==> config.mk <==
export PLATFORM = sky130hd
export DESIGN_NAME = processor_sequencer
export DESIGN_NICKNAME = d
export VERILOG_FILES = /design/src/rtl/processor_sequencer.sv
export SDC_FILE = /design/constraint.sdc
export NUM_CORES = 1
export LEC_CHECK = 0
export CORE_ASPECT_RATIO = 0.75
export CORE_UTILIZATION = 50
export DETAILED_ROUTE_END_ITERATION = 8
export GPL_TIMING_DRIVEN = 0
export PLACE_DENSITY_LB_ADDON = 0.12
export SLEW_MARGIN = 20
export SYNTH_ARGS = -nofsm -noshare
export SYNTH_HDL_FRONTEND = slang
export SYNTH_SLANG_ARGS = --single-unit
==> constraint.sdc <==
create_clock -name clk -period 4.1 [get_ports clk]
set_input_delay 0.82 -clock clk [delete_from_list [all_inputs] [get_ports clk]]
set_output_delay 0.82 -clock clk [all_outputs]
set_load 0.005 [all_outputs]
==> src/rtl/processor_sequencer.sv <==
// ---------------------------------------------------------------------------
// processor_sequencer
//
// Multi-cycle control FSM for the simple 32-bit processor datapath. It owns
// the program counter and the instruction register. It sequences
// fetch / decode / execute over a single-port 4096x32 memory with
// synchronous reads. It also drives the register-file, PSR and memory
// strobes, and resolves branch conditions against the PSR.
//
// Parameters
//   START_PC    PC value loaded on reset
//   CNT_W       width of the retired-instruction counter (wraps)
//
// Ports
//   clk         rising-edge clock
//   reset       synchronous, active-high reset
//   run         level; sampled in IDLE only, 1 starts execution
//   mem_rdata   memory read data, valid the cycle after mem_rd
//   psr         {zero,negative,even,parity,carry}
//   mem_addr    memory address (meaningful while mem_rd or mem_wr is high)
//   mem_rd      memory read strobe
//   mem_wr      memory write strobe (write data comes from the datapath)
//   ir          instruction register
//   pc          program counter (address of next fetch)
//   reg_wr      register-file write strobe, index ir[3:0]
//   reg_wr_sel  writeback source: 0 = ALU result, 1 = mem_rdata
//   psr_wr      PSR update strobe
//   alu_op      ALU operation, equal to ir[31:28]
//   halted      high while in HALT
//   illegal     sticky flag, set when an opcode 4'hA..4'hF is decoded
//   retired     count of completed instructions
//
// All strobes and status outputs are registered. They are computed from
// the next state, next IR and next PC. The values seen during a cycle are
// therefore a pure function of the state and IR held in that cycle.
// ---------------------------------------------------------------------------
module processor_sequencer #(
   parameter logic [11:0] START_PC = 12'h100,
   parameter int          CNT_W    = 16
) (
   input  logic             clk,
   input  logic             reset,
   input  logic             run,
   input  logic [31:0]      mem_rdata,
   input  logic [4:0]       psr,
   output logic [11:0]      mem_addr,
   output logic             mem_rd,
   output logic             mem_wr,
   output logic [31:0]      ir,
   output logic [11:0]      pc,
   output logic             reg_wr,
   output logic             reg_wr_sel,
   output logic             psr_wr,
   output logic [3:0]       alu_op,
   output logic             halted,
   output logic             illegal,
   output logic [CNT_W-1:0] retired
);

   typedef enum logic [2:0] {
      S_IDLE,
      S_FETCH,
      S_DECODE,
      S_MEMRD,
      S_WB,
      S_MEMWR,
      S_EXEC,
      S_HALT
   } state_t;

   localparam logic [3:0] OP_NOP = 4'h0;
   localparam logic [3:0] OP_LD  = 4'h1;
   localparam logic [3:0] OP_STR = 4'h2;
   localparam logic [3:0] OP_BRA = 4'h3;
   localparam logic [3:0] OP_XOR = 4'h4;
   localparam logic [3:0] OP_ADD = 4'h5;
   localparam logic [3:0] OP_ROT = 4'h6;
   localparam logic [3:0] OP_SHF = 4'h7;
   localparam logic [3:0] OP_HLT = 4'h8;
   localparam logic [3:0] OP_CMP = 4'h9;

   state_t        state;
   state_t        state_nxt;
   logic [31:0]   ir_nxt;
   logic [11:0]   pc_nxt;
   logic          retire;
   logic          illegal_set;

   logic [11:0]   addr_d;
   logic          mem_rd_d;
   logic          mem_wr_d;
   logic          reg_wr_d;
   logic          reg_wr_sel_d;
   logic          psr_wr_d;
   logic          halted_d;

   // Branch condition evaluation.
   // psr bit map: [4]=zero [3]=negative [2]=even [1]=parity [0]=carry.
   function automatic logic branch_taken(input logic [3:0] cc, input logic [4:0] flags);
      logic taken;
      case (cc)
         4'h0:    taken = 1'b1;
         4'h1:    taken = flags[1];
         4'h2:    taken = flags[2];
         4'h3:    taken = flags[0];
         4'h4:    taken = flags[3];
         4'h5:    taken = flags[4];
         4'h6:    taken = ~flags[0];
         4'h7:    taken = ~flags[3];
         default: taken = 1'b0;
      endcase
      return taken;
   endfunction

   assign alu_op = ir[31:28];

   // Next-state, next-PC and next-IR logic.
   always_comb begin
      state_nxt   = state;
      ir_nxt      = ir;
      pc_nxt      = pc;
      retire      = 1'b0;
      illegal_set = 1'b0;
      case (state)
         S_IDLE: begin
            if (run) state_nxt = S_FETCH;
         end
         S_FETCH: begin
            state_nxt = S_DECODE;
         end
         S_DECODE: begin
            // The instruction fetched last cycle is on mem_rdata now.
            ir_nxt = mem_rdata;
            pc_nxt = pc + 12'd1;
            case (mem_rdata[31:28])
               OP_NOP: begin
                  state_nxt = S_FETCH;
                  retire    = 1'b1;
               end
               OP_LD:  state_nxt = S_MEMRD;
               OP_STR: state_nxt = S_MEMWR;
               OP_BRA, OP_XOR, OP_ADD, OP_ROT, OP_SHF, OP_CMP:
                  state_nxt = S_EXEC;
               OP_HLT: state_nxt = S_HALT;
               default: begin
                  state_nxt   = S_HALT;
                  illegal_set = 1'b1;
               end
            endcase
         end
         S_MEMRD: begin
            state_nxt = S_WB;
         end
         S_WB: begin
            state_nxt = S_FETCH;
            retire    = 1'b1;
         end
         S_MEMWR: begin
            state_nxt = S_FETCH;
            retire    = 1'b1;
         end
         S_EXEC: begin
            state_nxt = S_FETCH;
            retire    = 1'b1;
            if (ir[31:28] == OP_BRA && branch_taken(ir[27:24], psr))
               pc_nxt = ir[11:0];
         end
         S_HALT: begin
            state_nxt = S_HALT;
         end
         default: begin
            state_nxt = S_IDLE;
         end
      endcase
   end

   // Output decode for the state being entered, so that the registered
   // outputs line up with the state they belong to.
   always_comb begin
      addr_d       = pc_nxt;
      mem_rd_d     = 1'b0;
      mem_wr_d     = 1'b0;
      reg_wr_d     = 1'b0;
      reg_wr_sel_d = 1'b0;
      psr_wr_d     = 1'b0;
      halted_d     = 1'b0;
      case (state_nxt)
         S_FETCH: begin
            mem_rd_d = 1'b1;
         end
         S_MEMRD: begin
            mem_rd_d = 1'b1;
            addr_d   = ir_nxt[23:12];
         end
         S_WB: begin
            reg_wr_d     = 1'b1;
            reg_wr_sel_d = 1'b1;
            psr_wr_d     = 1'b1;
         end
         S_MEMWR: begin
            mem_wr_d = 1'b1;
            addr_d   = ir_nxt[11:0];
         end
         S_EXEC: begin
            // Branches produce no strobes; CMP updates flags only.
            if (ir_nxt[31:28] != OP_BRA) begin
               psr_wr_d = 1'b1;
               reg_wr_d = (ir_nxt[31:28] != OP_CMP);
            end
         end
         S_HALT: begin
            halted_d = 1'b1;
         end
         default: begin
            halted_d = 1'b0;
         end
      endcase
   end

   always_ff @(posedge clk) begin
      if (reset) begin
         state      <= S_IDLE;
         pc         <= START_PC;
         ir         <= '0;
         retired    <= '0;
         illegal    <= 1'b0;
         mem_addr   <= START_PC;
         mem_rd     <= 1'b0;
         mem_wr     <= 1'b0;
         reg_wr     <= 1'b0;
         reg_wr_sel <= 1'b0;
         psr_wr     <= 1'b0;
         halted     <= 1'b0;
      end else begin
         state      <= state_nxt;
         pc         <= pc_nxt;
         ir         <= ir_nxt;
         if (retire)
            retired <= retired + CNT_W'(1);
         if (illegal_set)
            illegal <= 1'b1;
         mem_addr   <= addr_d;
         mem_rd     <= mem_rd_d;
         mem_wr     <= mem_wr_d;
         reg_wr     <= reg_wr_d;
         reg_wr_sel <= reg_wr_sel_d;
         psr_wr     <= psr_wr_d;
         halted     <= halted_d;
      end
   end

endmodule

Word level (Yosys, flattened, before mapping)
Index checks and enable logic that the tools add are counted.
- bits in registers: 82
- logic and storage cells: 78
- output and inout port bits: 83
- memories kept: 0
- RAM bits: 0
- bits in latches: 0
- ROM bits: 0
- shift-type cells: 0
- eq/ne operators: 32
- divide/modulo/power cells: 0
- reduce and logical (&&, ||, !) cells: 8
- muxes and demuxes: 21
- $mul: 0
- bitwise logic cells: 2
- magnitude comparators: 0
- add/sub/neg operators: 2
- operators with widths (cell ; number):
    case mux 12 bit (2 select lines) ; 2
    equality test 4 x 3 -> 1 bit, second input constant ; 8
    two-way mux 32 bit ; 1
    equality test 3 bit, second input constant ; 8
    equality test 4 x 2 -> 1 bit, second input constant ; 5
    case mux 3 bit (6 select lines) ; 1
    adder 16 x 1 -> 16 bit, second input constant ; 1
    adder 12 x 1 -> 12 bit, second input constant ; 1
    two-way mux 12 bit ; 1
    case mux 3 bit (4 select lines) ; 1
    two-way mux 1 bit ; 10
    OR reduction 10 bit ; 1
    equality test 3 x 2 -> 1 bit, second input constant ; 3
    equality test 4 x 1 -> 1 bit, second input constant ; 2
    equality test 4 bit, second input constant ; 2
    logical NOT 4 bit ; 2
    case mux 1 bit (8 select lines) ; 1
    equality test 3 x 1 -> 1 bit, second input constant ; 2
    case mux 1 bit (2 select lines) ; 3
    OR reduction 6 bit ; 1
    != test 4 x 2 -> 1 bit, second input constant ; 1
    != test 4 bit, second input constant ; 1
    logical NOT 3 bit ; 1
    two-way mux 3 bit ; 1
    4 further kinds ; 5

Longest topological paths before layout
- depth after elaboration: 7
- depth in mapped cells: 9
- gate-level depth less buffers: 6

Least setup slack after synthesis
Ideal clock, no wire load.
- kind: input port to flip-flop
- from: in psr[3]
- to: reg mem_addr[6]
- stages: 6
- buffers on the path: 1
- data required time: 3.983 ns
- slack: 1.645 ns
- arrival: 2.338 ns
- cell sequence: nand2b_1 a31o_2 or4_1 buf_2 o221a_2 a22o_1
- cells in the longest elaborated chain, start to end: 7
- RTL lines (item ; line ; source):
    start: declaration ; 45 ; input logic [4:0] psr,
    NOT 1 bit ; 109 ; 4'h7: taken = ~flags[3];
    case mux 1 bit (8 select lines) (*) ; 101 ; case (cc)
    two-way mux 1 bit (*) ; 124 ; case (state)
    logical AND 1 bit (*) ; 165 ; if (ir[31:28] == OP_BRA && branch_taken(ir[27:24], psr))
    two-way mux 12 bit (*) ; 165 ;
    case mux 12 bit (2 select lines) (*) ; 124 ;
    case mux 12 bit (2 select lines) (*) ; 187 ; case (state_nxt)
    end signal: assignment ; 242 ; mem_addr <= addr_d;
    end: declaration ; 46 ; output logic [11:0] mem_addr,
Mark *: on every way between the ends. The rest lies on a longest branch, timed or not. The select of a mux whose other input is x is not followed.
A chain may end at the register's enable or synchronous reset.

Worst setup path after layout
- from: in mem_rdata[31]
- to: reg mem_addr[8]
- cells in the longest elaborated chain, start to end: 6
- elaborated cells on any way between the ends: 15
- RTL lines (item ; line ; source):
    start: declaration ; 44 ; input logic [31:0] mem_rdata,
    equality test 4 x 2 -> 1 bit, or another cell as far along ; 135 ; case (mem_rdata[31:28])
    OR reduction 6 bit ; - ;
    case mux 3 bit (4 select lines) (*) ; 135 ;
    case mux 3 bit (6 select lines) (*) ; 124 ;
    equality test 3 bit or equality test 3 x 2 -> 1 bit (tied branches) ; 187 ;
    case mux 12 bit (2 select lines) (*) ; 187 ;
Mark *: on every way between the ends. The rest lies on a longest branch, timed or not.

==> impl_results.md <==
- Gr ovfl total: 0
- Fin Setup TNS: 0 ps
- P_leak: 1.84 nW
- Routed vias/inst: 5.89
- Post-synthesis simple-gate area fraction: 25.0%
- Crit path required time: 4350 ps
- Root buffer cell: clkbuf_8
- Yosys top cell area share: 42.8%
- Ant diodes: 0
- Post-Synthesis Cells: 448
- Number of global-route vias before repair: 3,777
- Min Hold Slack: 461 ps
- Max-cap violations: 0
- Post_cts resized: 0
- Post-CTS Setup Inserts: 0
- Sequential element share of the synthesized area: 42.8%
- Synth Area in Compound Gates: 20.8%
- H-tree depth: 3
- Min Tclk post-route: 3180 ps
- Xor/xnor share of the synthesized area: 1.60%
- DRC Markers: 0
- Row cnt: 27
- Post-Route WL: 12,000 um
- Initial antenna violation count: 0
- Synthesized flop and latch total: 82
- Full die area: 8020 um^2
- Mux cell area share after synthesis: 4.77%
- Pins Over Slew Limit: 0
- Final nets: 623
- Combinational family with the most area after synthesis: simple AND/OR/NAND/NOR gates
- GPL Wtd Cong: 0.927
- Met3 WL post-DR: 1040 um
- Crit share post-route: 77.5%
- Slew @ Worst Pin: 1180 ps
- CTS Sinks: 82
- Setup Skew: 10.2 ps
- Final setup fails: 0
- Ys flop type: dfxtp_1
- Starting Density: 52.0%
- Async SR Flop Fraction: 0%
- Total GRT Usage: 30.4%
- Outcome: completed
- Post-Syn Area: 3830 um^2
- Syn_area_per_cell: 8.55 um^2
- Clock Pin Slew Worst Setup and Hold Paths: 80 ps
- Area grow syn2layout: 40.3%
- CTS tree: yes
- CP arrival: 3430 ps
- Cts bufs inserted: 9
- Power, Total: 1.78 mW
- Cts hold-fix bufs: 0
- Routed via count: 4,043
- WL met2: 5510 um
- YS warnings: 0
- Critical path launch point type: input port
- Final setup margin: 921 ps
- Share of layout cells above drive strength 1: 5.97%
- CP max FO: 7
- Synth area leader: dfxtp_1
- Pwr dens: 332 nW/um^2
- Routed Antenna Nets: 0
- Max Root-Sink Buffers: 2
- Post-DP HPWL: 8960 um
- Design Area, Final: 5380 um^2
- Unrepaired setup endpoints after global routing: no
- I/O Buffers: 122
- Ports: 123
- Synth top area cells: dfxtp_1 43%, nand2_1 5.0%, a21oi_1 4.6%, nor2_1 4.3%, mux2i_1 4.2%
- First-pass GRT wire length: 18,700 um
- Largest net degree at the start of global routing: 14
- Post-synthesis adder-cell area fraction: 0.653%
- VDD IR max: 0.000217 V
- Synth unique cells: 63
- DRT iter0 DRCs: 325
- Net Count, Synth: 490
- Type of destination of the critical path: flip-flop
- DR pass1 iterations: 5
- Clk_lat worst skew: 350 ps
- Core Area: 7360 um^2
- Post-DP Area: 5180 um^2
- Die boundary width: 103 um
- Highest metal used: met4
- Rel. slew slack: 20.8%
- Fmax: 0.315 GHz
- Kind of critical path: input port to flip-flop
- Die Span Y: 77.8 um
- WL/cell: 17.5 um
- Final Hold Fails: 0
- Min-delay worst type: flip-flop to flip-flop
- Post-synth EDFFs: 0
- Pre-CTS setup slack: 602 ps
- Met1 wire length: 5300 um
-- registers in the layout, summed over array words and instances (netlist names) --
register,cells
ir,32
retired,16
mem_addr,12
pc,12
state,3
halted,1
illegal,1
mem_rd,1
mem_wr,1
psr_wr,1
reg_wr,1
reg_wr_sel,1
-- layout by cell type (no fill, tap or decap), types with 5 or more instances in the layout --
| master | netlist | final |
|---|---|---|
| nand2b_1 | 11 | 11 |
| nor2_1 | 44 | 44 |
| nand3_1 | 15 | 15 |
| a31oi_1 | 5 | 5 |
| dfxtp_1 | 82 | 82 |
| buf_2 | 9 | 9 |
| a211oi_1 | 5 | 5 |
| o22ai_1 | 5 | 5 |
| a21oi_1 | 35 | 35 |
| o21ai_0 | 13 | 13 |
| clkdlybuf4s50_1 | 0 | 122 |
| clkbuf_8 | 0 | 10 |
| xnor2_1 | 7 | 7 |
| and3_1 | 7 | 7 |
| nand2_1 | 51 | 51 |
| inv_1 | 8 | 8 |
| or3_1 | 9 | 9 |
| nor3_1 | 12 | 12 |
| nor4_1 | 7 | 7 |
| o31ai_1 | 7 | 7 |
| clkbuf_1 | 14 | 16 |
| mux2i_1 | 16 | 16 |
| nor2b_1 | 5 | 5 |
-- logic make-up after synthesis --
kind of cell               after synthesis
and+or+nand+nor                        188
AOI/OAI and AO/OA                      114
DFF                                     82
buffers and inverters                   37
muxes                                   18
xor gates and xnor gates                 7
adders and majority gates                2
-- critical path, cell delays in order --
cell and delay [ps]:
clkdlybuf4s50_1 550, or4_1 620, and3_1 230, nor3_2 570, nor2_1 300, a211o_1 350
-- final timing paths --
check | slack, ps | from | end | cells after the start
worst min register to register | 460 | illegal | illegal | 2
worst max-delay path | 920 | mem_rdata[31] | mem_addr[8] | 6
worst min-delay path | 460 | illegal | illegal | 2
worst max register to register | 1400 | state[1] | mem_addr[8] | 5
-- stage by stage --
step,utilization [%],instances
2_1_floorplan,-,448
3_3_place_gp,70.3,671
3_5_place_dp,70.3,671
4_1_cts,73.0,687
6_report,73.0,687
5_1_grt,73.0,687
-- power by group --
part | switching, mW | internal [mW] | total (mW) | leakage [nW]
sequential | 0.0331 | 0.831 | 0.864 | 0.664
clock | 0.288 | 0.299 | 0.586 | 0.0966
combinational | 0.169 | 0.164 | 0.333 | 1.08
-- Yosys cell counts (all sizes together), types with 3 or more instances --
cell type,count
dfxtp,82
nand2,51
nor2,44
a21oi,35
mux2i,16
nand3,15
buf,14
clkbuf,14
nor3,14
o21ai,13
nand2b,11
or3,9
inv,8
and3,7
nor4,7
o31ai,7
xnor2,7
a31oi,6
a211oi,5
nor2b,5
o22ai,5
a21o,4
a22o,4
a22oi,4
a311oi,4
nand3b,4
o211ai,4
o221a,4
or4,4
a41oi,3
nand4,3
o22a,3
o32ai,3
-- routing by layer --
metal  track usage (%)  up-vias
met5                 0        -
met4              8.73        0
met3              7.93       21
met2              48.1      216
met1              40.7     1901
li1                  -     1905
-- layout make-up --
| type | instances | area (um^2) |
|---|---|---|
| buffer | 28 | 131 |
| clock buffer | 12 | 145 |
| clock inverter | 4 | 51.3 |
| fill | 591 | 1990 |
| inverter | 9 | 33.8 |
| multi-input combinational | 329 | 2030 |
| sequential | 82 | 1640 |
| tap | 101 | 126 |
| timing repair buffer | 122 | 1220 |
No activity file was read; power rests on OpenSTA's default activity.
